$ cat src/rtl/alu_pkg.sv
// Shared definitions for the ALU reservation station.
//   - one-hot ALU op bit positions and the op vector width
//   - per-operand and per-slot storage types
//   - operand helpers used at issue time and while snooping the CDB
// Tags are held internally at RS_TAG_W bits. The station's TAG_W must not exceed it.
package alu_pkg;

  localparam int ALU_OP_W = 8;
  localparam int DATA_W   = 32;
  localparam int RS_TAG_W = 4;

  localparam int OP_ADD  = 0;
  localparam int OP_SLL  = 1;
  localparam int OP_SLT  = 2;
  localparam int OP_SLTU = 3;
  localparam int OP_XOR  = 4;
  localparam int OP_SRL  = 5;
  localparam int OP_OR   = 6;
  localparam int OP_AND  = 7;

  typedef struct packed {
    logic                waiting;
    logic [RS_TAG_W-1:0] tag;
    logic [DATA_W-1:0]   value;
  } rs_operand_t;

  typedef struct packed {
    logic                busy;
    logic [ALU_OP_W-1:0] op;
    logic                funct7;
    logic [RS_TAG_W-1:0] dst_tag;
    rs_operand_t         opnd1;
    rs_operand_t         opnd2;
  } rs_slot_t;

  // Operand as captured at issue. A producer broadcasting in the same cycle
  // is forwarded directly, so the operand never waits on a tag already gone by.
  function automatic rs_operand_t issue_operand(
    input logic                q_wait,
    input logic [RS_TAG_W-1:0] q_tag,
    input logic [DATA_W-1:0]   v,
    input logic                cdb_valid,
    input logic [RS_TAG_W-1:0] cdb_tag,
    input logic [DATA_W-1:0]   cdb_value
  );
    rs_operand_t o;
    o.tag     = q_tag;
    o.waiting = q_wait;
    o.value   = v;
    if (q_wait && cdb_valid && (cdb_tag == q_tag)) begin
      o.waiting = 1'b0;
      o.value   = cdb_value;
    end
    return o;
  endfunction

  // Held operand after observing one CDB broadcast.
  function automatic rs_operand_t snoop_operand(
    input rs_operand_t         o,
    input logic                cdb_valid,
    input logic [RS_TAG_W-1:0] cdb_tag,
    input logic [DATA_W-1:0]   cdb_value
  );
    rs_operand_t r;
    r = o;
    if (o.waiting && cdb_valid && (o.tag == cdb_tag)) begin
      r.waiting = 1'b0;
      r.value   = cdb_value;
    end
    return r;
  endfunction

endpackage

$ cat src/rtl/rs_slot.sv
// One reservation-station slot: storage, issue-time CDB bypass, CDB capture.
// Ports:
//   clk, rst            clock, synchronous active-high reset (clears busy only)
//   write               load the issue fields into this slot at the edge
//   clear               slot is being dispatched, free it at the edge
//   issue_*             decoded instruction fields from the decoder
//   cdb_valid/tag/value common data bus broadcast
//   busy, ready         occupancy and "both operands present"
//   op, funct7, dst_tag, v1, v2   stored instruction for dispatch
module rs_slot
  import alu_pkg::*;
#(
  parameter int TAG_W = 4
) (
  input  logic                clk,
  input  logic                rst,
  input  logic                write,
  input  logic                clear,
  input  logic [ALU_OP_W-1:0] issue_op,
  input  logic                issue_funct7,
  input  logic [TAG_W-1:0]    issue_dst_tag,
  input  logic                issue_q1_wait,
  input  logic [TAG_W-1:0]    issue_q1_tag,
  input  logic [DATA_W-1:0]   issue_v1,
  input  logic                issue_q2_wait,
  input  logic [TAG_W-1:0]    issue_q2_tag,
  input  logic [DATA_W-1:0]   issue_v2,
  input  logic                cdb_valid,
  input  logic [TAG_W-1:0]    cdb_tag,
  input  logic [DATA_W-1:0]   cdb_value,
  output logic                busy,
  output logic                ready,
  output logic [ALU_OP_W-1:0] op,
  output logic                funct7,
  output logic [TAG_W-1:0]    dst_tag,
  output logic [DATA_W-1:0]   v1,
  output logic [DATA_W-1:0]   v2
);

  rs_slot_t            slot;
  logic [RS_TAG_W-1:0] cdb_tag_w;

  assign cdb_tag_w = RS_TAG_W'(cdb_tag);

  // Only busy is reset; payload is qualified by busy everywhere it is used.
  always_ff @(posedge clk) begin
    if (rst) begin
      slot.busy <= 1'b0;
    end else if (write) begin
      slot.busy    <= 1'b1;
      slot.op      <= issue_op;
      slot.funct7  <= issue_funct7;
      slot.dst_tag <= RS_TAG_W'(issue_dst_tag);
      slot.opnd1   <= issue_operand(issue_q1_wait, RS_TAG_W'(issue_q1_tag), issue_v1,
                                    cdb_valid, cdb_tag_w, cdb_value);
      slot.opnd2   <= issue_operand(issue_q2_wait, RS_TAG_W'(issue_q2_tag), issue_v2,
                                    cdb_valid, cdb_tag_w, cdb_value);
    end else begin
      if (clear) begin
        slot.busy <= 1'b0;
      end
      if (slot.busy) begin
        slot.opnd1 <= snoop_operand(slot.opnd1, cdb_valid, cdb_tag_w, cdb_value);
        slot.opnd2 <= snoop_operand(slot.opnd2, cdb_valid, cdb_tag_w, cdb_value);
      end
    end
  end

  assign busy    = slot.busy;
  assign ready   = slot.busy && !slot.opnd1.waiting && !slot.opnd2.waiting;
  assign op      = slot.op;
  assign funct7  = slot.funct7;
  assign dst_tag = TAG_W'(slot.dst_tag);
  assign v1      = slot.opnd1.value;
  assign v2      = slot.opnd2.value;

endmodule

$ cat src/rtl/alu_reservation_station.sv
// Reservation station feeding the integer ALU.
// Holds up to ENTRIES decoded instructions, snoops the CDB for missing
// operands and dispatches the lowest-index ready slot each cycle. The
// destination tag is registered one cycle so it lines up with the ALU's
// registered result for the {tag, result} broadcast.
// Ports:
//   clk, rst                        clock, synchronous active-high reset
//   issue_valid / issue_ready       decoder handshake (ready = a slot is free)
//   issue_op, issue_funct7          one-hot op and sub/sra flag
//   issue_dst_tag                   tag of the result
//   issue_qN_wait/tag, issue_vN     operand N: pending producer tag or value
//   cdb_valid/tag/value             common data bus broadcast
//   alu_in1/in2/op/funct7           dispatch to the ALU (all zero when idle)
//   wb_valid, wb_tag                tag of the ALU result presented this cycle
module alu_reservation_station
  import alu_pkg::*;
#(
  parameter int ENTRIES = 4,
  parameter int TAG_W   = 4
) (
  input  logic                clk,
  input  logic                rst,
  input  logic                issue_valid,
  output logic                issue_ready,
  input  logic [ALU_OP_W-1:0] issue_op,
  input  logic                issue_funct7,
  input  logic [TAG_W-1:0]    issue_dst_tag,
  input  logic                issue_q1_wait,
  input  logic [TAG_W-1:0]    issue_q1_tag,
  input  logic [DATA_W-1:0]   issue_v1,
  input  logic                issue_q2_wait,
  input  logic [TAG_W-1:0]    issue_q2_tag,
  input  logic [DATA_W-1:0]   issue_v2,
  input  logic                cdb_valid,
  input  logic [TAG_W-1:0]    cdb_tag,
  input  logic [DATA_W-1:0]   cdb_value,
  output logic [DATA_W-1:0]   alu_in1,
  output logic [DATA_W-1:0]   alu_in2,
  output logic [ALU_OP_W-1:0] alu_op,
  output logic                alu_funct7,
  output logic                wb_valid,
  output logic [TAG_W-1:0]    wb_tag
);

  function automatic logic [ENTRIES-1:0] pick_lowest(input logic [ENTRIES-1:0] req);
    logic [ENTRIES-1:0] grant;
    grant = '0;
    for (int i = ENTRIES - 1; i >= 0; i--) begin
      if (req[i]) begin
        grant    = '0;
        grant[i] = 1'b1;
      end
    end
    return grant;
  endfunction

  logic [ENTRIES-1:0]  busy_vec;
  logic [ENTRIES-1:0]  ready_vec;
  logic [ENTRIES-1:0]  f7_vec;
  logic [ENTRIES-1:0]  free_grant;
  logic [ENTRIES-1:0]  disp_grant;
  logic [ALU_OP_W-1:0] op_arr  [ENTRIES];
  logic [TAG_W-1:0]    tag_arr [ENTRIES];
  logic [DATA_W-1:0]   v1_arr  [ENTRIES];
  logic [DATA_W-1:0]   v2_arr  [ENTRIES];
  logic                issue_fire;
  logic                vld_p0;
  logic [TAG_W-1:0]    tag_p0;
  logic                vld_p1;
  logic [TAG_W-1:0]    tag_p1;

  // Both pickers look at registered state only, so a slot freed by dispatch
  // is not reused until the next cycle and issue never hits the dispatching slot.
  assign issue_ready = ~&busy_vec;
  assign issue_fire  = issue_valid && issue_ready;
  assign free_grant  = pick_lowest(~busy_vec);
  assign disp_grant  = pick_lowest(ready_vec);

  for (genvar g = 0; g < ENTRIES; g++) begin : g_slot
    rs_slot #(.TAG_W(TAG_W)) u_slot (
      .clk           (clk),
      .rst           (rst),
      .write         (issue_fire && free_grant[g]),
      .clear         (disp_grant[g]),
      .issue_op      (issue_op),
      .issue_funct7  (issue_funct7),
      .issue_dst_tag (issue_dst_tag),
      .issue_q1_wait (issue_q1_wait),
      .issue_q1_tag  (issue_q1_tag),
      .issue_v1      (issue_v1),
      .issue_q2_wait (issue_q2_wait),
      .issue_q2_tag  (issue_q2_tag),
      .issue_v2      (issue_v2),
      .cdb_valid     (cdb_valid),
      .cdb_tag       (cdb_tag),
      .cdb_value     (cdb_value),
      .busy          (busy_vec[g]),
      .ready         (ready_vec[g]),
      .op            (op_arr[g]),
      .funct7        (f7_vec[g]),
      .dst_tag       (tag_arr[g]),
      .v1            (v1_arr[g]),
      .v2            (v2_arr[g])
    );
  end

  // ---- p0: dispatch select from registered slot state ----
  always_comb begin
    alu_in1    = '0;
    alu_in2    = '0;
    alu_op     = '0;
    alu_funct7 = 1'b0;
    tag_p0     = '0;
    for (int i = 0; i < ENTRIES; i++) begin
      if (disp_grant[i]) begin
        alu_in1    = v1_arr[i];
        alu_in2    = v2_arr[i];
        alu_op     = op_arr[i];
        alu_funct7 = f7_vec[i];
        tag_p0     = tag_arr[i];
      end
    end
  end

  assign vld_p0 = |ready_vec;

  // ---- p1: writeback tag, aligned with the ALU's registered result ----
  always_ff @(posedge clk) begin
    if (rst) begin
      vld_p1 <= 1'b0;
      tag_p1 <= '0;
    end else begin
      vld_p1 <= vld_p0;
      tag_p1 <= tag_p0;
    end
  end

  assign wb_valid = vld_p1;
  assign wb_tag   = tag_p1;

endmodule

$ cat config.mk
export PLATFORM = sky130hd
export DESIGN_NAME = alu_reservation_station
export DESIGN_NICKNAME = d
export VERILOG_FILES = /design/src/rtl/alu_pkg.sv /design/src/rtl/rs_slot.sv /design/src/rtl/alu_reservation_station.sv
export SDC_FILE = /design/constraint.sdc
export NUM_CORES = 1
export LEC_CHECK = 0
export BUFFER_PORTS_ARGS = -buffer_cell sky130_fd_sc_hd__buf_2
export CAP_MARGIN = 20
export CORE_UTILIZATION = 30
export DETAILED_ROUTE_END_ITERATION = 12
export GPL_TIMING_DRIVEN = 0
export PLACE_DENSITY = 0.49
export REMOVE_ABC_BUFFERS = 1
export SYNTH_ARGS = -nofsm -noshare
export SYNTH_HDL_FRONTEND = slang
export SYNTH_SLANG_ARGS = --single-unit
$ cat constraint.sdc
create_clock -name clk -period 3.48 [get_ports clk]
set_input_delay 0.696 -clock clk [delete_from_list [all_inputs] [get_ports clk]]
set_output_delay 0.696 -clock clk [all_outputs]
set_load 0.02 [all_outputs]
# --- After elaboration in Yosys (flattened, before gate mapping) ---
# Cells that the tools add are included.
# Widths: inputs -> output; s select.
op_classes:
  n_eq_ne: 10
  muxes: 64
  n_bitwise: 2
  reduce_logical: 72
op_table:
  columns: ["operator", "count"]
  rows:
  - ["$mux 74", 8]
  - ["$mux 32", 18]
  - ["$mux 4", 12]
  - ["$eq 4x4->1", 10]
  - ["$logic_and 1x1->1", 33]
  - ["$mux 8", 4]
  - ["$reduce_bool 2->1", 16]
  - ["$reduce_and 3->1", 8]
  - ["$mux 1", 22]
  - ["$logic_not 1->1", 9]
  - ["$reduce_and 2->1", 4]
  - ["$not 4->4", 1]
  - ["$reduce_and 4->1", 1]
  - ["$reduce_or 4->1", 1]
  - ["$not 1->1", 1]
totals:
  reg_bits: 357
  inputBits: 127
  output_inout_bits: 79
  word_cells: 190

# --- Logic depth before layout (Yosys ltp) ---
# Gate-level depths: netlist (run 1).
depth:
  word_depth: 11
  mapped_depth: 8
  depth_no_buf: 4

# --- Cells and area by module ---
# Synthesis (run 1) repeated with hierarchy kept, for this count alone.
unflattened:
  cells_unflattened: 1503
  hier_area_um2: 19705.1
modules_own_cells:
  columns: ["mod", "instances", "cells_each", "area_per_inst_um2", "seq_area_each_um2"]
  rows:
  - ["rs_slot", 4, 277, 4329.2, 2632.5]
  - ["alu_reservation_station", 1, 395, 2388.5, 100.1]

# --- Least setup slack after synthesis (run 1) ---
# Ideal clock, no wire load.
synth_path:
  kind: "input to register"
  start: "input cdb_tag[0]"
  end: "register g_slot[1].u_slot.slot[36] (netlist bit) (enable)"
  setup_ns: 0.434
  arrival_time_ns: 3.230
  t_required_ns: 3.046
  slack_ns: -0.184
  stages: 4
  path_buffers: 1
  cell_sequence: "buf_2 -> xor2_1 -> or4_1 -> a21oi_1"
synth_between:
  elab_chain_cells: 4
synth_lines:
  columns: ["element", "line", "rtl"]
  rows:
  - ["start: declaration", "alu_reservation_station.sv:35", "input logic [TAG_W-1:0] cdb_tag,"]
  - ["$eq 4x4->1", "alu_pkg.sv:66", "if (o.waiting && cdb_valid && (o.tag == cdb_tag)) begin"]
  - ["$logic_and 1x1->1", "alu_pkg.sv:66", null]
  - ["$reduce_bool 2->1 (no line)", null, null]
  - ["$reduce_and 3->1 (no line)", null, null]
  - ["end: declaration", "rs_slot.sv:40", "rs_slot_t slot;"]
# No other way between the ends.
# A chain may end at the register's enable or synchronous reset.

# --- Worst setup path in the final report (run 1) ---
layout_path:
  start: "register g_slot[0].u_slot.slot[73] (netlist bit)"
  end: "output alu_in1[21]"
layout_between:
  elab_chain_cells: 8
layout_lines:
  columns: ["element", "line", "rtl"]
  rows:
  - ["start: declaration", "rs_slot.sv:40", null]
  - ["$logic_not 1->1 (*)", "rs_slot.sv:70", "assign ready = slot.busy && !slot.opnd1.waiting && !slot.opnd2.waiting;"]
  - ["$logic_and 1x1->1 (*) (2 in a row)", "rs_slot.sv:70", null]
  - ["$mux 4 (*)", "alu_reservation_station.sv:49", "if (req[i]) begin"]
  - ["$mux 32 (3 in a row)", "alu_reservation_station.sv:115", "if (disp_grant[i]) begin"]
  - ["$mux 32 (*)", "alu_reservation_station.sv:115", null]
  - ["end: declaration", "alu_reservation_station.sv:37", "output logic [DATA_W-1:0] alu_in1,"]
# Every way passes the cells marked *; elsewhere a longest branch is shown, timed or not.

==> results of run 1 <==
==> state kept, by name, summed over array words and instances, names as in the netlist <==
name and cells:
g_slot.u_slot.busy 4, g_slot.u_slot.funct7 4, g_slot.u_slot.v2 128, g_slot.u_slot.v1 128, wb_valid 1, g_slot.u_slot.dst_tag 16, g_slot.u_slot.op 32, wb_tag 4
g_slot.u_slot.slot 40
==> Yosys cell counts (all sizes together) <==
cell | count | share of area
inv | 4 | 0.00091
nand2b | 2 | 0.00076
a222oi | 1 | 0.00060
nand3 | 2 | 0.00060
or3b | 2 | 0.0011
buf | 32 | 0.012
nor2 | 94 | 0.021
and2b | 2 | 0.00091
xnor2 | 8 | 0.0042
or2 | 2 | 0.00076
a21bo | 1 | 0.00060
nor2b | 2 | 0.00076
a21oi | 11 | 0.0033
and2 | 24 | 0.0091
dfxtp | 9 | 0.011
edfxtp | 348 | 0.63
a2111oi | 1 | 0.00091
o21ai | 73 | 0.022
and3b | 1 | 0.00053
nand4 | 5 | 0.0019
nor3 | 3 | 0.00091
a31oi | 4 | 0.0015
a221oi | 77 | 0.041
o22ai | 1 | 0.00038
nor3b | 4 | 0.0018
mux2 | 256 | 0.17
a31o | 4 | 0.0021
a211oi | 1 | 0.00045
or4 | 4 | 0.0018
and3 | 9 | 0.0034
nor4 | 5 | 0.0019
nand2 | 77 | 0.017
xor2 | 29 | 0.015
nand3b | 5 | 0.0023
o31ai | 4 | 0.0018
clkbuf | 45 | 0.010
==> cell usage in the layout (no fill, tap or decap), types with 3 or more instances in the layout <==
cell | synthesis | final
clkbuf_16 | 0 | 45
clkinv_1 | 0 | 11
and2_1 | 24 | 24
o21ai_0 | 73 | 71
buf_8 | 0 | 7
nand4_1 | 5 | 5
o31ai_1 | 4 | 4
nor2_2 | 0 | 4
mux2_2 | 256 | 256
or4_1 | 4 | 4
bufinv_16 | 0 | 4
a221oi_1 | 77 | 77
xor2_1 | 29 | 29
inv_1 | 4 | 4
dfxtp_1 | 9 | 6
buf_16 | 0 | 4
a31o_2 | 4 | 3
and3_1 | 9 | 9
a21oi_4 | 0 | 8
nor3b_4 | 0 | 3
buf_2 | 23 | 206
xnor2_1 | 8 | 8
a31oi_4 | 0 | 4
buf_4 | 4 | 17
edfxtp_1 | 348 | 348
clkbuf_1 | 45 | 10
buf_6 | 4 | 18
nand3b_1 | 5 | 5
buf_12 | 0 | 19
diode_2 | 0 | 5
nand2_1 | 77 | 76
nor4_1 | 5 | 4
nor2_1 | 94 | 90
a21oi_1 | 11 | 3
nor3_1 | 3 | 3
==> final timing paths <==
check | startpoint | endpoint | slack (ns) | cells past startpoint
min | issue_dst_tag[0] | g_slot[2].u_slot.dst_tag[0] | 0.35 | 1
min reg2reg | g_slot[3].u_slot.dst_tag[3] | wb_tag[3] | 0.48 | 2
max reg2reg | g_slot[0].u_slot.busy | g_slot[3].u_slot.v2[8] | 0.34 | 6
max | g_slot[0].u_slot.slot[73] | alu_in1[21] | 0.10 | 8
==> critical path: stages, from the launching register on <==
cell and delay [ns]:
edfxtp_1 0.48, nor3b_4 0.30, buf_8 0.19, buf_8 0.16, buf_6 0.16, buf_6 0.14
a221oi_1 0.06, o21ai_0 0.37, buf_2 0.25
==> cells by family after synthesis <==
family / share of synthesized area
AO/OA/AOI/OAI: 0.0745
XOR/XNOR: 0.0196
buffers and inverters: 0.0228
flip-flops: 0.642
multiplexers: 0.174
AND/OR/NAND/NOR: 0.0672
==> power groups by stage <==
stage	sequential (mW)	clock, mW	combinational, mW
after floorplan	4.95	0	0.453
after detailed placement	4.95	0	0.862
final	4.86	4.47	0.862
after global routing	4.86	4.72	0.932
after CTS	4.86	4.57	0.871
after global placement	4.95	0	0.827
==> layout make-up <==
class | count | area, sq um
antenna | 5 | 12.5
clock buffer | 57 | 1190
clock inverter | 19 | 190
fill | 5131 | 33500
inverter | 4 | 15.0
multi-input combinational | 714 | 5790
sequential | 357 | 10600
tap | 696 | 871
timing repair buffer | 272 | 1960
==> metal layers <==
layer / routed length (um) / GRT usage / up-vias
met4: 1110 / 0.0500 / 16
met5: 93 / 0 / -
li1: - / - / 4948
met2: 23700 / 0.295 / 266
met3: 3140 / 0.0452 / 86
met1: 22200 / 0.234 / 5395
==> through the flow <==
step / instances / area [sq um] / utilization / setup WS, ns / power (mW)
after floorplan: 1075 / 16200 / - / -7.32 / 5.40
after global placement: 1976 / 18100 / 0.334 / -38.30 / 5.78
after detailed placement: 2032 / 19100 / 0.353 / -0.397 / 5.81
after CTS: 2116 / 20600 / 0.381 / 0.0562 / 10.3
after global routing: 2121 / 20700 / 0.382 / 0.00763 / 10.5
final: 2124 / 20700 / 0.382 / 0.104 / 10.2
==> what timing repair did <==
item	CTS	global route
endpoints found under the setup margin	69	6
cloned	0	0
resized for setup	11	3
buffers inserted	8	1
endpoints found under the hold margin	0	0
==> flow_summary.toml, run 1 <==
[outcome]
status = "completed"

[timing]
rsz0062_at_grt = "no"
tns_ns = 0
slew_headroom = 0.340
fin_crit_ns = 3.38
whs_ns = 0.352
hold_viol = 0
setup_violations = 0
fmax_mhz = 296
maxSlewViolCount = 0
post-route-period-util = 0.970
worstMarginPinSlew_ns = 0.989
fin_skew_ns = 0.0164

[setup_path]
crit_arrival_ns = 2.68
cp-end-kind = "primary output"
start_kind = "flop"
worst-setup-path-type = "reg -> out"
path_max_fanout = 9
required_ns = 2.78

[pwr]
p_int_mw = 7.89
seq_power_share = 0.477
irDropWorstVdd_mv = 0.306
p_leak_nw = 7.06
clkPwrFrac = 0.438
pwr-share-comb = 0.085
sw_frac_of_total = 0.225
power.density_mw_per_mm2 = 493
switchingPower_mw = 2.29

[drt]
via_per_inst = 5.04
drt-wirelength-per-cell_um = 23.7
drt_iter0_drc = 682
num_vias = 10711
wl_um = 50300
ant_nets = 0
drtPass1Iterations = 5
drc = 0

[global_route]
grt_pass1_vias = 11087
grt_pass1_wl_um = 74000
grt_usage = 0.180
grt_max_degree = 56
antenna_found_initial = 13
grt_overflow = 0

[clock_network]
clk_latency_ns = 0.56
cts_buffers = 43
cts.hold.buffers_added = 0
cts_tree = "built"
clockBufferDepth = 3
clock_sinks = 357
clock-root-buffer = "clkbuf_16"
ctsHtreeMaxLevel = 2
clk_pin_slew_ns = 0.06

[layout]
areaGrowthSynthToFinish_pct = 24.8
nNetsFinal = 1519
drive_gt1_frac = 0.434

[placement]
io_buffers = 205
gp_congestion = 0.732
dp.final_hpwl_um = 33600

[synth]
synth_area_per_cell_sq_um = 14.4
ys_ff_latch = 357
yosysWarnings = 0
ys_seq_area_frac = 0.642
syn_inst = 1152
synth.distinct_cells = 39
syn_area_sq_mm = 0.0166

[flow_run]
drv_cap = 0

[die]
core_area_sq_mm = 0.0541
die_w_um = 237
rows = 85
die_area_sq_mm = 0.0561
die_h_um = 237
io_pins = 206
start_util = 0.306

[hold_path]
hold_class = "in -> reg"
Power figures use the tool's default switching activity.
==> inputs of run 2 (changes only) <==
Settings changed: CORE_ASPECT_RATIO set to 0.8.
==> flow_summary.toml, run 2 (synthesized netlist as in run 1, its figures left out) <==
[setup_path]
r2r_slack_ns = 0.38
crit_slowest_cell = "edfxtp_1"
rr_endpoint = "g_slot[3].u_slot.v1[20]"
path_max_fanout = 11
critical_path.top_delay_family = "buffers and inverters"
start_kind = "flop"
cpPeakStageDelay_ns = 0.45
crit_buf_inv = 5
required_ns = 2.78
worst-setup-path-type = "reg -> out"
crit_arrival_ns = 2.70
reg2regPathDepth = 6
cp-end-kind = "primary output"
path_common_cell = "buf_6"
crit_chain = "nor3b_4, buf_6, buf_6, buf_6, buf_6, a221oi_1, o21ai_1, buf_2"
r2r_start = "g_slot[0].u_slot.busy"

[pwr]
p_int_mw = 7.81
power.density_mw_per_mm2 = 486
switchingPower_mw = 2.24
p_leak_nw = 7.06
irDropWorstVdd_mv = 0.312
clkPwrFrac = 0.430
sw_frac_of_total = 0.223
pwr-share-comb = 0.086
power_mw = 10.0
seq_power_share = 0.484

[flow_run]
drv_cap = 0

[timing]
setup_violations = 0
fmax_mhz = 294
rsz0062_at_grt = "yes"
worst_slack_ns = 0.0799
maxSlewViolCount = 0
post-route-period-util = 0.977
hold_viol = 0
slew_headroom = 0.274
tns_ns = 0
fin_crit_ns = 3.40
fin_skew_ns = 0.0115
worstMarginPinSlew_ns = 1.09

[die]
start_util = 0.306
die_area_sq_mm = 0.0562
core_area_sq_mm = 0.0542
rows = 76
io_pins = 206
die_h_um = 212
die_w_um = 265

[drt]
drc = 0
wl_um = 49800
drtPass1Iterations = 4
drt-wirelength-per-cell_um = 23.4
via_per_inst = 5.00
num_vias = 10634
ant_nets = 0
drt_iter0_drc = 737

[clock_network]
cts_tree = "built"
clk_pin_slew_ns = 0.06
cts.hold.buffers_added = 0
clock-root-buffer = "clkbuf_16"
ctsHtreeMaxLevel = 2
clk_latency_ns = 0.56
cts_buffers = 41
clockBufferDepth = 3
clock_sinks = 357

[placement]
postPlaceCellArea_sq_mm = 0.0191
gp_congestion = 0.700
io_buffers = 205
dp.final_hpwl_um = 34300
dp_slack_ns = -0.310

[hold_path]
hold_depth = 1
hp-start = "issue_op[4]"
min_to = "g_slot[0].u_slot.op[4]"
hold_class = "in -> reg"

[layout]
final_common_cell = "edfxtp_1"
regArea_sq_mm = 0.0106
nNetsFinal = 1518
finish.instance_area_sq_mm = 0.0207
mostFrequentLayoutCells = "edfxtp_1 (348), mux2_2 (256), buf_2 (205), nor2_1 (90), nand2_1 (76)"
areaGrowthSynthToFinish_pct = 24.7
fill_cells = 5160
drive_gt1_frac = 0.441
multi_input_area_sq_mm = 0.00582

[global_route]
grt_max_degree = 41
grt_pass1_wl_um = 73000
grt_overflow = 0
antenna_found_initial = 5
grt_pass1_vias = 10975
grt_usage = 0.177

[outcome]
status = "completed"
-- run 2: cell count changes in the layout (fill, tap and decap cells not counted), moves of 5 or more --
cell	before	now
a221oi_1	77	71
a221oi_2	0	6
clkinv_1	11	6
o21ai_0	71	62
o21ai_1	2	10
-- run 2: what timing repair did --
action | in CTS | in global routing
resized for setup | 12 | 20
setup buffers | 10 | 2
setup endpoints to repair | 73 | 43
pin swaps | 1 | 3
-- run 2: power groups by stage --
stage / Combinational (mW) / Clock (mW) / Sequential, mW
after floorplan: 0.453 / 0 / 4.95
after detailed placement: 0.869 / 0 / 4.95
final: 0.868 / 4.32 / 4.86
after global placement: 0.822 / 0 / 4.95
after CTS: 0.876 / 4.44 / 4.86
after global routing: 0.938 / 4.61 / 4.86
-- run 2: worst max-delay path by stage --
| stage | slack [ns] | from | depth (start not counted) | end |
|---|---|---|---|---|
| final | 0.08 | g_slot[1].u_slot.slot[73] | 8 | alu_in1[30] |
| after global routing | -0.007 | g_slot[1].u_slot.slot[36] | 9 | alu_in2[31] |
| after CTS | 0.0009 | g_slot[1].u_slot.slot[73] | 8 | alu_in1[18] |
| after detailed placement | -0.31 | cdb_tag[2] | 6 | g_slot[0].u_slot.v2[6] |
| after global placement | -37.10 | g_slot[1].u_slot.busy | 4 | wb_tag[0] |
| after floorplan | -7.32 | g_slot[1].u_slot.busy | 4 | alu_funct7 |
-- run 2: through the flow --
step                      std cells  hold slack (ns)   util
final                          2126            0.353  0.381
after global routing           2123            0.333  0.381
after CTS                      2121            0.320  0.380
after detailed placement       2038            0.475  0.353
after global placement         1982            0.462  0.334
after floorplan                1075            0.448      -
-- run 2: cell type report --
type	count	share of cell area
sequential	357	0.515
tap	702	0.0425
timing repair buffer	273	0.0954
clock inverter	16	0.00866
multi-input combinational	714	0.282
clock buffer	57	0.0556
inverter	4	0.000727
antenna	3	0.000363
-- run 2: per-layer routing --
layer / global-route usage / share of wire / wire length, um / up-vias
li1: - / - / - / 4942
met1: 0.239 / 0.46 / 22800 / 5393
met2: 0.296 / 0.48 / 23800 / 249
met3: 0.0349 / 0.050 / 2510 / 48
met4: 0.0371 / 0.013 / 653 / 2
met5: 0 / 0.00026 / 13 / -
==> inputs of run 3 (changes only) <==
Settings changed: GPL_TIMING_DRIVEN 0 to not set, PLACE_DENSITY 0.49 to not set, PLACE_DENSITY_LB_ADDON set to 0.2.
==> flow_summary.toml, run 3 (synthesized netlist as in run 1, its figures left out) <==
[outcome]
status = "completed"

[placement]
placedCellCount = 2037
io_buffers = 205
dp_slack_ns = 0.475
gp_congestion = 0.727
dp.final_hpwl_um = 31200

[setup_path]
required_ns = 2.78
path_common_cell = "buf_12"
crit_chain = "nor3b_4, buf_12, buf_4, nor4_4, buf_12, buf_16, nand2_1, o21ai_0, buf_2"
cp-end-kind = "primary output"
start_kind = "flop"
crit_arrival_ns = 2.67
path_max_fanout = 19
reg2regPathDepth = 6
crit_slowest_cell = "dfxtp_1"
critical_path.top_delay_family = "buffers and inverters"
crit_buf_inv = 5
worst-setup-path-type = "reg -> out"
cpPeakStageDelay_ns = 0.37
cp_num_cells = 9

[layout]
final_util = 0.373
mostFrequentLayoutCells = "edfxtp_1 (348), mux2_2 (256), buf_2 (205), nor2_1 (90), a221oi_1 (77)"
fin_cells = 2114
nNetsFinal = 1508
drive_gt1_frac = 0.428
final_common_cell = "edfxtp_1"
areaGrowthSynthToFinish_pct = 21.9
fill_cells = 5248

[die]
start_util = 0.306
core_area_sq_mm = 0.0542
die_h_um = 212
io_pins = 206
rows = 76
die_w_um = 265
die_area_sq_mm = 0.0562

[clock_network]
clock_sinks = 357
cts_buffers = 41
clockBufferDepth = 3
ctsHtreeMaxLevel = 2
cts_tree = "built"
clock-root-buffer = "clkbuf_16"
clk_pin_slew_ns = 0.06
clk_latency_ns = 0.55

[flow_run]
drv_cap = 0

[timing]
tns_ns = 0
fin_skew_ns = 0.0205
hold_viol = 0
post-route-period-util = 0.966
worstMarginPinSlew_ns = 1.04
fin_crit_ns = 3.36
slew_headroom = 0.301
setup_violations = 0
fmax_mhz = 297
worst_slack_ns = 0.117
rsz0062_at_grt = "no"
maxSlewViolCount = 0

[global_route]
grt_pass1_wl_um = 73200
antenna_found_initial = 12
grt_overflow = 0
grt_pass1_vias = 10738
grt_usage = 0.179
grt_max_degree = 48

[drt]
ant_nets = 0
drtPass1Iterations = 5
num_vias = 10738
wl_um = 50700
via_per_inst = 5.08
drt_iter0_drc = 800
drc = 0
drt-wirelength-per-cell_um = 24.0

[pwr]
p_leak_nw = 6.86
power_mw = 9.69
power.density_mw_per_mm2 = 480
irDropWorstVdd_mv = 0.246

[hold_path]
hold_class = "in -> reg"
hold_depth = 1
[run 3: cell types whose count changed in the layout (fill, tap and decap cells not counted), moves of 2 or more]
cell | previous run | this run
buf_16 | 7 | 1
buf_8 | 5 | 0
nor3b_4 | 3 | 1
a221oi_2 | 6 | 0
o21ai_0 | 62 | 71
buf_6 | 19 | 0
a221oi_1 | 71 | 77
buf_4 | 21 | 41
clkbuf_8 | 2 | 4
bufinv_16 | 4 | 1
nor3b_2 | 0 | 2
dfxtp_2 | 4 | 1
dfxtp_1 | 5 | 8
o21ai_1 | 10 | 2
[run 3: path summary, 6_finish.rpt]
path                               startpoint                          end  slack, ns
setup / recovery        g_slot[1].u_slot.busy                  alu_in2[18]       0.12
hold / removal               issue_dst_tag[3]  g_slot[3].u_slot.dst_tag[3]       0.37
setup reg to reg        g_slot[0].u_slot.busy      g_slot[3].u_slot.v1[10]       0.97
hold reg to reg   g_slot[3].u_slot.dst_tag[0]                    wb_tag[0]       0.48
[run 3: area by class of cell]
| cell class | instances | area [sq um] | area share |
|---|---|---|---|
| clock inverter | 12 | 76.3 | 0.00378 |
| inverter | 4 | 15.0 | 0.000744 |
| antenna | 4 | 10.0 | 0.000496 |
| clock buffer | 58 | 1130 | 0.0560 |
| tap | 702 | 878 | 0.0435 |
| timing repair buffer | 263 | 1690 | 0.0835 |
| multi-input combinational | 714 | 5760 | 0.285 |
| sequential | 357 | 10600 | 0.527 |
[run 3: metal layers]
metal  part of all wire  up-vias  global-route usage  wire length, um
li1                   -     4944                   -                -
met1               0.46     5433               0.246            23400
met2               0.46      263               0.282            23200
met3              0.059       80              0.0412             3020
met4              0.020       18              0.0494             1020
met5             0.0021        -                   0              107
[run 3: where the power goes]
group | switching [mW] | leakage [nW] | internal [mW]
Combinational | 0.493 | 3.07 | 0.361
Sequential | 0.0234 | 3.20 | 4.83
Clock | 1.67 | 0.590 | 2.31
[run 3: repair_timing]
item,in CTS,in global routing
endpoints found under the hold margin,0,0
buffers inserted,0,2
hold buffers,0,0
gates resized for setup,4,3
endpoints found under the setup margin,29,27
gates cloned,0,1
[run 3: per-stage QoR]
step,hold slack [ns],cell area (sq um)
finish,0.369,20200
global route,0.346,20200
CTS,0.333,20100
detailed placement,0.477,18900
global placement,0.462,18900
floorplan,0.448,16200
